[src/rtl/hiscore_upload_reader.sv]
// Serves HPS upload reads (high-score / NVRAM save) from core work RAM.
// The game CPU is paused for the whole session so the RAM contents stay stable.
module hiscore_upload_reader #(
  parameter int AW           = 10,
  parameter int SIZE         = 1024,
  parameter int RAM_LATENCY  = 2,
  parameter int PAUSE_SETTLE = 4
) (
  input  logic          clk_sys,
  input  logic          reset,
  input  logic          ioctl_upload,
  input  logic          ioctl_rd,
  input  logic [24:0]   ioctl_addr,
  output logic [7:0]    ioctl_din,
  output logic          ioctl_wait,
  output logic          pause_cpu,
  output logic [AW-1:0] ram_addr,
  output logic          ram_rd,
  input  logic [7:0]    ram_q,
  output logic          busy,
  output logic          upload_done,
  output logic [2:0]    state_dbg
);

  // Handshake: ioctl_rd is a one-cycle strobe. From the edge that samples it,
  // ioctl_din is valid only while ioctl_wait is low. An in-range read raises
  // ioctl_wait on that edge. ioctl_din is loaded on the same edge that lowers
  // ioctl_wait. An out-of-range read leaves ioctl_wait low.
  typedef enum logic [2:0] {
    S_IDLE, S_SETTLE, S_READY, S_READ, S_DRAIN, S_RELEASE
  } state_t;

  localparam logic [24:0] SIZE_W   = 25'(SIZE);
  localparam logic [3:0]  SETTLE_W = 4'(PAUSE_SETTLE);
  localparam logic [3:0]  LAT_W    = 4'(RAM_LATENCY);

  state_t      state, state_n;
  logic [3:0]  cnt;
  logic        upload_q;
  logic        rise_pend;
  logic        pend;
  logic [24:0] pend_addr;
  logic        drain_rd;

  logic        rise, start, req, in_range, serve, cnt_zero;
  logic [24:0] req_addr;

  always_comb begin
    rise     = ioctl_upload & ~upload_q;
    start    = rise | rise_pend;
    req      = ioctl_rd | pend;
    // A fresh strobe wins over an older pending request.
    req_addr = ioctl_rd ? ioctl_addr : pend_addr;
    in_range = req_addr < SIZE_W;
    cnt_zero = (cnt == 4'd0);
    serve    = ioctl_upload && req &&
               (state == S_READY || (state == S_SETTLE && cnt_zero));
  end

  always_ff @(posedge clk_sys) begin
    if (reset) state <= S_IDLE;
    else       state <= state_n;
  end

  always_comb begin
    state_n = state;
    case (state)
      S_IDLE:    if (start) state_n = S_SETTLE;
      S_SETTLE: begin
        if (!ioctl_upload)  state_n = S_DRAIN;
        else if (cnt_zero)  state_n = (req && in_range) ? S_READ : S_READY;
      end
      S_READY: begin
        if (!ioctl_upload)          state_n = S_RELEASE;
        else if (req && in_range)   state_n = S_READ;
      end
      S_READ: begin
        if (cnt_zero)           state_n = S_READY;
        else if (!ioctl_upload) state_n = S_DRAIN;
      end
      S_DRAIN:   if (!drain_rd || cnt_zero) state_n = S_RELEASE;
      S_RELEASE: state_n = S_IDLE;
      default:   state_n = S_IDLE;
    endcase
  end

  always_comb begin
    busy      = (state != S_IDLE);
    state_dbg = state;
  end

  always_ff @(posedge clk_sys) begin
    if (reset) begin
      cnt         <= '0;
      upload_q    <= 1'b0;
      rise_pend   <= 1'b0;
      pend        <= 1'b0;
      pend_addr   <= '0;
      drain_rd    <= 1'b0;
      ioctl_din   <= '0;
      ioctl_wait  <= 1'b0;
      pause_cpu   <= 1'b0;
      ram_addr    <= '0;
      ram_rd      <= 1'b0;
      upload_done <= 1'b0;
    end else begin
      upload_q    <= ioctl_upload;
      ram_rd      <= 1'b0;
      upload_done <= 1'b0;
      // A new session requested while closing the old one starts from IDLE.
      if (rise && (state == S_DRAIN || state == S_RELEASE)) rise_pend <= 1'b1;
      else if (state == S_IDLE)                            rise_pend <= 1'b0;

      if (serve) begin
        pend <= 1'b0;
        if (in_range) begin
          ram_addr   <= req_addr[AW-1:0];
          ram_rd     <= 1'b1;
          ioctl_wait <= 1'b1;
          cnt        <= LAT_W;
        end else begin
          ioctl_din  <= 8'h00;
          ioctl_wait <= 1'b0;
        end
      end else begin
        case (state)
          S_IDLE: begin
            if (start) begin
              pause_cpu <= 1'b1;
              cnt       <= SETTLE_W;
            end
          end
          S_SETTLE: begin
            if (!ioctl_upload) begin
              drain_rd   <= 1'b0;
              pend       <= 1'b0;
              ioctl_wait <= 1'b0;
            end else begin
              if (!cnt_zero) cnt <= cnt - 4'd1;
              if (ioctl_rd) begin
                pend       <= 1'b1;
                pend_addr  <= ioctl_addr;
                ioctl_wait <= 1'b1;
              end
            end
          end
          S_READ: begin
            if (cnt_zero) begin
              ioctl_din  <= ram_q;
              ioctl_wait <= ioctl_upload && (pend || ioctl_rd);
            end else begin
              cnt <= cnt - 4'd1;
            end
            if (!ioctl_upload) begin
              drain_rd <= 1'b1;
            end else if (ioctl_rd) begin
              pend      <= 1'b1;
              pend_addr <= ioctl_addr;
            end
          end
          S_DRAIN: begin
            pend <= 1'b0;
            if (!drain_rd || cnt_zero) begin
              if (drain_rd) ioctl_din <= ram_q;
              ioctl_wait <= 1'b0;
            end else begin
              cnt <= cnt - 4'd1;
            end
          end
          S_RELEASE: begin
            pause_cpu   <= 1'b0;
            upload_done <= 1'b1;
            pend        <= 1'b0;
            drain_rd    <= 1'b0;
          end
          default: ;
        endcase
      end
    end
  end

endmodule

[config.mk]
export PLATFORM = sky130hd
export DESIGN_NAME = hiscore_upload_reader
export DESIGN_NICKNAME = d
export VERILOG_FILES = /design/src/rtl/hiscore_upload_reader.sv
export SDC_FILE = /design/constraint.sdc
export NUM_CORES = 1
export LEC_CHECK = 0
export CAP_MARGIN = 20
export CORE_ASPECT_RATIO = 0.5
export CORE_MARGIN = 8
export CORE_UTILIZATION = 29
export DETAILED_ROUTE_END_ITERATION = 6
export PLACE_DENSITY_LB_ADDON = 0.08
export SETUP_SLACK_MARGIN = 0.05
export SLEW_MARGIN = 10
export SYNTH_ARGS = -nofsm -noshare
export SYNTH_HDL_FRONTEND = slang
export SYNTH_SLANG_ARGS = --single-unit
[constraint.sdc]
create_clock -name clk_sys -period 1.82 [get_ports clk_sys]
set_input_delay 0.273 -clock clk_sys [delete_from_list [all_inputs] [get_ports clk_sys]]
set_output_delay 0.273 -clock clk_sys [all_outputs]
set_load 0.03 [all_outputs]
* Yosys cells after proc, flatten, opt, wreduce, memory -nomap -nowiden
Cells that the tools add are included.
Word-level totals: output and inout port bits 26, logic and storage cells 119, bits of input ports 37, register bits after elaboration 58
Cells by class: equality and inequality tests 22, multiplexer cells 43, bitwise operators 5, magnitude comparators 1, $add $sub $neg 1, reductions and logical operators 34
Operators with widths (count):
- 2-to-1 mux 8 bit | 5
- < comparator 25 x 11 -> 1 bit (second input constant) | 1
- 2-to-1 mux 25 bit | 1
- 2-to-1 mux 3 bit | 8
- 2-to-1 mux 4 bit | 6
- inequality test 3 bit (second input constant) | 8
- 2-to-1 mux 1 bit | 16
- case mux 4 bit (4 select lines) | 1
- case mux 8 bit (2 select lines) | 1
- case mux 3 bit (5 select lines) | 1
- AND reduction 5 bit | 3
- inequality test 2 bit (second input constant) | 7
- nonzero test 3 bit | 4
- case mux 1 bit (3 select lines) | 3
- AND reduction 4 bit | 2
- OR reduction 2 bit | 4
- equality test 3 x 2 -> 1 bit (second input constant) | 2
- equality test 3 bit (second input constant) | 2
- logical AND 1 bit | 6
- AND reduction 3 bit | 2
- nonzero test 5 bit | 1
- logical NOT 4 bit | 1
- logical OR 1 bit | 4
- inequality test 4 bit (second input constant) | 1
- 12 further kinds | 16

* Longest topological paths before layout
depth after elaboration 7, mapped depth 9, mapped depth without buffers 7

* Worst setup path before layout
Ideal clock, no wire load.
kind register -> register, from register cnt[0], to register pend_addr[5], arrival time 1810 ps, data required time 1688 ps, path slack -123 ps, stages on the path, launching flop included 10, path buffers 2, cell sequence dfxtp_1 > inv_1 > ha_1 > nor4bb_4 > o2111a_1 > or3_1 > buf_2 > buf_2 > nand2_1 > a21oi_1
Between the ends: cells in the longest elaborated chain, start to end 6
Ends and longest elaborated chain:
- start, declared | line 38 | logic [3:0] cnt;
- start signal, assigned | line 139 | if (!cnt_zero) cnt <= cnt - 4'd1;
- start signal, assigned | line 152 | cnt <= cnt - 4'd1;
- start signal, assigned | line 167 | cnt <= cnt - 4'd1;
- logical NOT 4 bit | line 55 | cnt_zero = (cnt == 4'd0);
- logical AND 1 bit | line 57 | (state == S_READY || (state == S_SETTLE && cnt_zero));
- logical OR 1 bit | line 57
- logical AND 1 bit | line 56 | serve = ioctl_upload && req &&
- inverter 1 bit (no source line)
- AND reduction 3 bit (no source line)
- end signal, assigned | line 142 | pend_addr <= ioctl_addr;
- end signal, assigned | line 158 | pend_addr <= ioctl_addr;
- end, declared | line 42 | logic [24:0] pend_addr;
Every way passes these cells. A chain may end at the register's enable or synchronous reset.

* Worst setup path after layout
from register cnt[0], to register pend_addr[19]
The elaborated chain is that of the path after synthesis.

==> run_results.csv <==
group,metric,value,unit
drt,vias_per_cell,4.75,
logic_synthesis,synth_top_family_by_area,"compound AO/OA/AOI/OAI gates",
logic_synthesis,ys_seq_elements,58,
logic_synthesis,synthSimpleGateAreaFrac,0.212,
logic_synthesis,synth-edff-count,0,
finish,multi_input_area,1640,um2
floorplan,die_h,85.8,um
clocking,cts_tree,"built",
grt,grt-ovfl-total,0,
logic_synthesis,synthMuxAreaShare,0.0354,
logic_synthesis,synth_xor_area_frac,0.00310,
logic_synthesis,post_synth_num_cell_types,52,
grt,grt_pass1_wl,13.9,mm
min_path,hp-start,"ioctl_addr[14]",
logic_synthesis,yosysSeqAreaShare,0.411,
logic_synthesis,synthAdderAreaFrac,0.00885,
run,max_cap_violations,0,
finish,finalNonFillerCells,574,
clocking,cts_sinks,58,
drt,drt_iter0_drc,176,
clocking,cts_buffer_depth,2,
drt,wirelength,8.50,mm
power_and_ir_drop,p_leak,1.58,nW
sta,slew_headroom,0.767,
min_path,min_path_type,"primary input to flop",
setup_path,cp.arrival,2000,ps
logic_synthesis,synth.area.top_cells,"dfxtp_1, nand2_1, a21oi_1, mux2i_1, a211oi_1",
finish,drive_gt1_frac,0.280,
logic_synthesis,avgSynthCellArea,8.42,um2
drt,final_antenna_net_count,0,
finish,post-route-util,0.473,
sta,min_period,1790,ps
place,gp_congestion,0.809,
sta,hold_violations,0,
setup_path,cpPeakStageDelay,350,ps
floorplan,die-width,156,um
logic_synthesis,async_reset_ff_frac,0,
logic_synthesis,netlist_area,2830,um2
setup_path,path_cells,"inv_2 -> ha_4 -> nor4bb_4 -> o2111a_2 -> or3_4 -> buf_12 -> nand2_1 -> a21oi_2",
finish,diodes,0,
sta,slew_violations,0,
drt,drt-wirelength-per-cell,14.8,um
clocking,cts_buffers,9,
power_and_ir_drop,p_clk_frac,0.437,
place,port-buffer-count,62,
setup_path,cp_slowest_cell,"or3_4",
power_and_ir_drop,switching_share,0.272,
setup_path,cp-startpoint,"cnt[0]",
drt,drt_drc_violations_left,0,
setup_path,end_kind,"flop",
logic_synthesis,synth_largest_area_cell,"dfxtp_1",
setup_path,cp.required,2030,ps
sta,setup_viol,0,
setup_path,r2r-start,"cnt[0]",
finish,fillers,931,
grt,grt_pass1_vias,2747,
floorplan,start_util,0.299,
sta,fin_crit_sh,0.984,
logic_synthesis,synth-compound-area-share,0.254,
power_and_ir_drop,power.switching,1.19,mW
grt,antenna_found_initial,0,
setup_path,crit_path_max_fanout,25,
floorplan,io_pins,63,
setup_path,critPathLaunchType,"flop",
floorplan,die_area,13400,um2
setup_path,critPathTopFamily,"simple AND/OR/NAND/NOR gates",
logic_synthesis,yosysWarningCount,0,
floorplan,core_area,9450,um2
place,dpl.hpwl,5.81,mm
power_and_ir_drop,seqPwrFrac,0.317,
logic_synthesis,synth-main-ff-cell,"dfxtp_1",
sta,rsz0062_at_grt,"yes",
floorplan,rows,25,
finish,area_delta_synth_final,57.9,%
clocking,clock_latency,330,ps
grt,grt_max_degree,28,
power_and_ir_drop,vdd_drop_max,0.000450,V
sta,fmax,559,MHz
logic_synthesis,synth.net_count,375,
status,status,"finished clean",
clocking,htreeDepth,3,
clocking,cts_root_buf,"clkbuf_16",
clocking,clk_pin_slew,50,ps
power_and_ir_drop,p_comb_frac,0.247,
sta,tightest_slew,348,ps
place,placed_cells,552,
drt,dr.pass1.iters,4,
setup_path,worstPathBufferInverterCount,2,
power_and_ir_drop,p_int,3.19,mW
finish,seq_area,1170,um2
sta,clock_skew,5.95,ps
drt,vias,2727,
logic_synthesis,yosysTopAreaCellShare,0.411,
setup_path,critPathKind,"flop to flop",
power_and_ir_drop,p_per_area,982,nW/um2
grt,track_usage,0.131,
finish,nets,473,
logic_synthesis,synth_cells,336,
==> synth_stat cells, drive strengths merged (2+ instances only) <==
cell type,count
a211oi,13
a21oi,48
a221oi,2
a22oi,4
a31oi,2
buf,14
clkbuf,10
dfxtp,58
ha,2
inv,15
mux2i,10
nand2,65
nand2b,5
nor2,13
nor2b,3
nor3,12
nor3b,2
nor4,7
o2111ai,2
o21a,2
o21ai,13
o221ai,2
o31ai,10
o32a,2
o41ai,2
or2,2
==> timing repair <==
action | in CTS | in global routing
gates resized for setup | 38 | 32
pin swaps | 14 | 7
cloned | 2 | 1
buffers inserted | 3 | 0
hold buffers | 0 | 0
hold endpoints to repair | 0 | 0
endpoints found under the setup margin | 51 | 48
==> power by group through the flow <==
| stage | logic (mW) | clock network [mW] | registers [mW] |
|---|---|---|---|
| finish | 1.08 | 1.91 | 1.39 |
| global route | 1.18 | 2.03 | 1.40 |
| CTS | 1.03 | 1.97 | 1.38 |
| detailed placement | 0.991 | 0 | 1.41 |
| global placement | 0.992 | 0 | 1.41 |
| floorplan | 0.559 | 0 | 1.45 |
==> worst min-delay path: cells and delay by family <==
family | cells | cell delay [ps]
buf+inv | 1 | 190
simple gates | 1 | 70
compound gates | 1 | 50
==> cells in the final DEF (no fill, tap or decap), types with 4 or more instances in the layout <==
| master | n |
|---|---|
| a211oi_1 | 10 |
| a21oi_1 | 44 |
| a22oi_2 | 4 |
| buf_12 | 6 |
| buf_4 | 38 |
| buf_6 | 4 |
| clkbuf_16 | 11 |
| clkdlybuf4s15_1 | 5 |
| clkdlybuf4s50_1 | 42 |
| dfxtp_1 | 53 |
| dfxtp_2 | 5 |
| dlygate4sd2_1 | 12 |
| inv_1 | 12 |
| mux2i_1 | 10 |
| nand2_1 | 58 |
| nand2_2 | 7 |
| nand2b_1 | 4 |
| nor2_1 | 12 |
| nor3_1 | 6 |
| nor3_2 | 4 |
| nor4_2 | 4 |
| o21ai_0 | 13 |
| o31ai_1 | 7 |
==> final timing paths <==
path,endpoint,slack (ps),cells after the start
min reg2reg,pend_addr[7],460,2
max reg2reg,pend_addr[19],30,8
min,pend_addr[14],290,3
max,pend_addr[19],30,8
==> cell type report <==
| type | count | area share |
|---|---|---|
| Clock inverter | 5 | 0.0230 |
| Inverter | 15 | 0.0126 |
| Timing Repair Buffer | 111 | 0.245 |
| Clock buffer | 11 | 0.0521 |
| Sequential cell | 58 | 0.261 |
| Multi-Input combinational cell | 239 | 0.368 |
| Tap cell | 135 | 0.0378 |
==> metal layers <==
layer	vias up	track usage	routed length, um
met2	56	0.196	3760
li1	1403	-	-
met1	1263	0.169	4250
met5	-	0	0
met4	0	0.0393	48
met3	5	0.0537	451
==> logic make-up (layout without fill, tap and decap cells) <==
family,after synthesis,in the layout
simple gates,118,118
compound gates,108,108
flops,58,58
buf+inv,39,142
mux,10,10
fa+ha+maj,2,2
xor+xnor,1,1
==> state kept, by name, indices dropped and copies added, names as in the netlist <==
| register | count |
|---|---|
| rise_pend | 1 |
| pause_cpu | 1 |
| ram_addr | 10 |
| upload_q | 1 |
| ioctl_wait | 1 |
| pend_addr | 25 |
| ram_rd | 1 |
| pend | 1 |
| upload_done | 1 |
| state_dbg | 3 |
| ioctl_din | 8 |
| cnt | 4 |
| drain_rd | 1 |
==> per-stage QoR <==
| stage | instance area (um2) | hold slack, ps | power [mW] | TNS (ps) | setup WS (ps) |
|---|---|---|---|---|---|
| 3_3_place_gp | 3870 | 440 | 2.40 | -20190 | -505 |
| 5_1_grt | 4470 | 290 | 4.60 | -860 | -50.6 |
| 2_1_floorplan | 2880 | 381 | 2.01 | 0 | 60.3 |
| 3_5_place_dp | 3870 | 442 | 2.40 | -20050 | -503 |
| 6_report | 4470 | 293 | 4.38 | 0 | 29.9 |
| 4_1_cts | 4340 | 335 | 4.39 | 0 | 16.5 |
(Power assumes the default switching activity.)
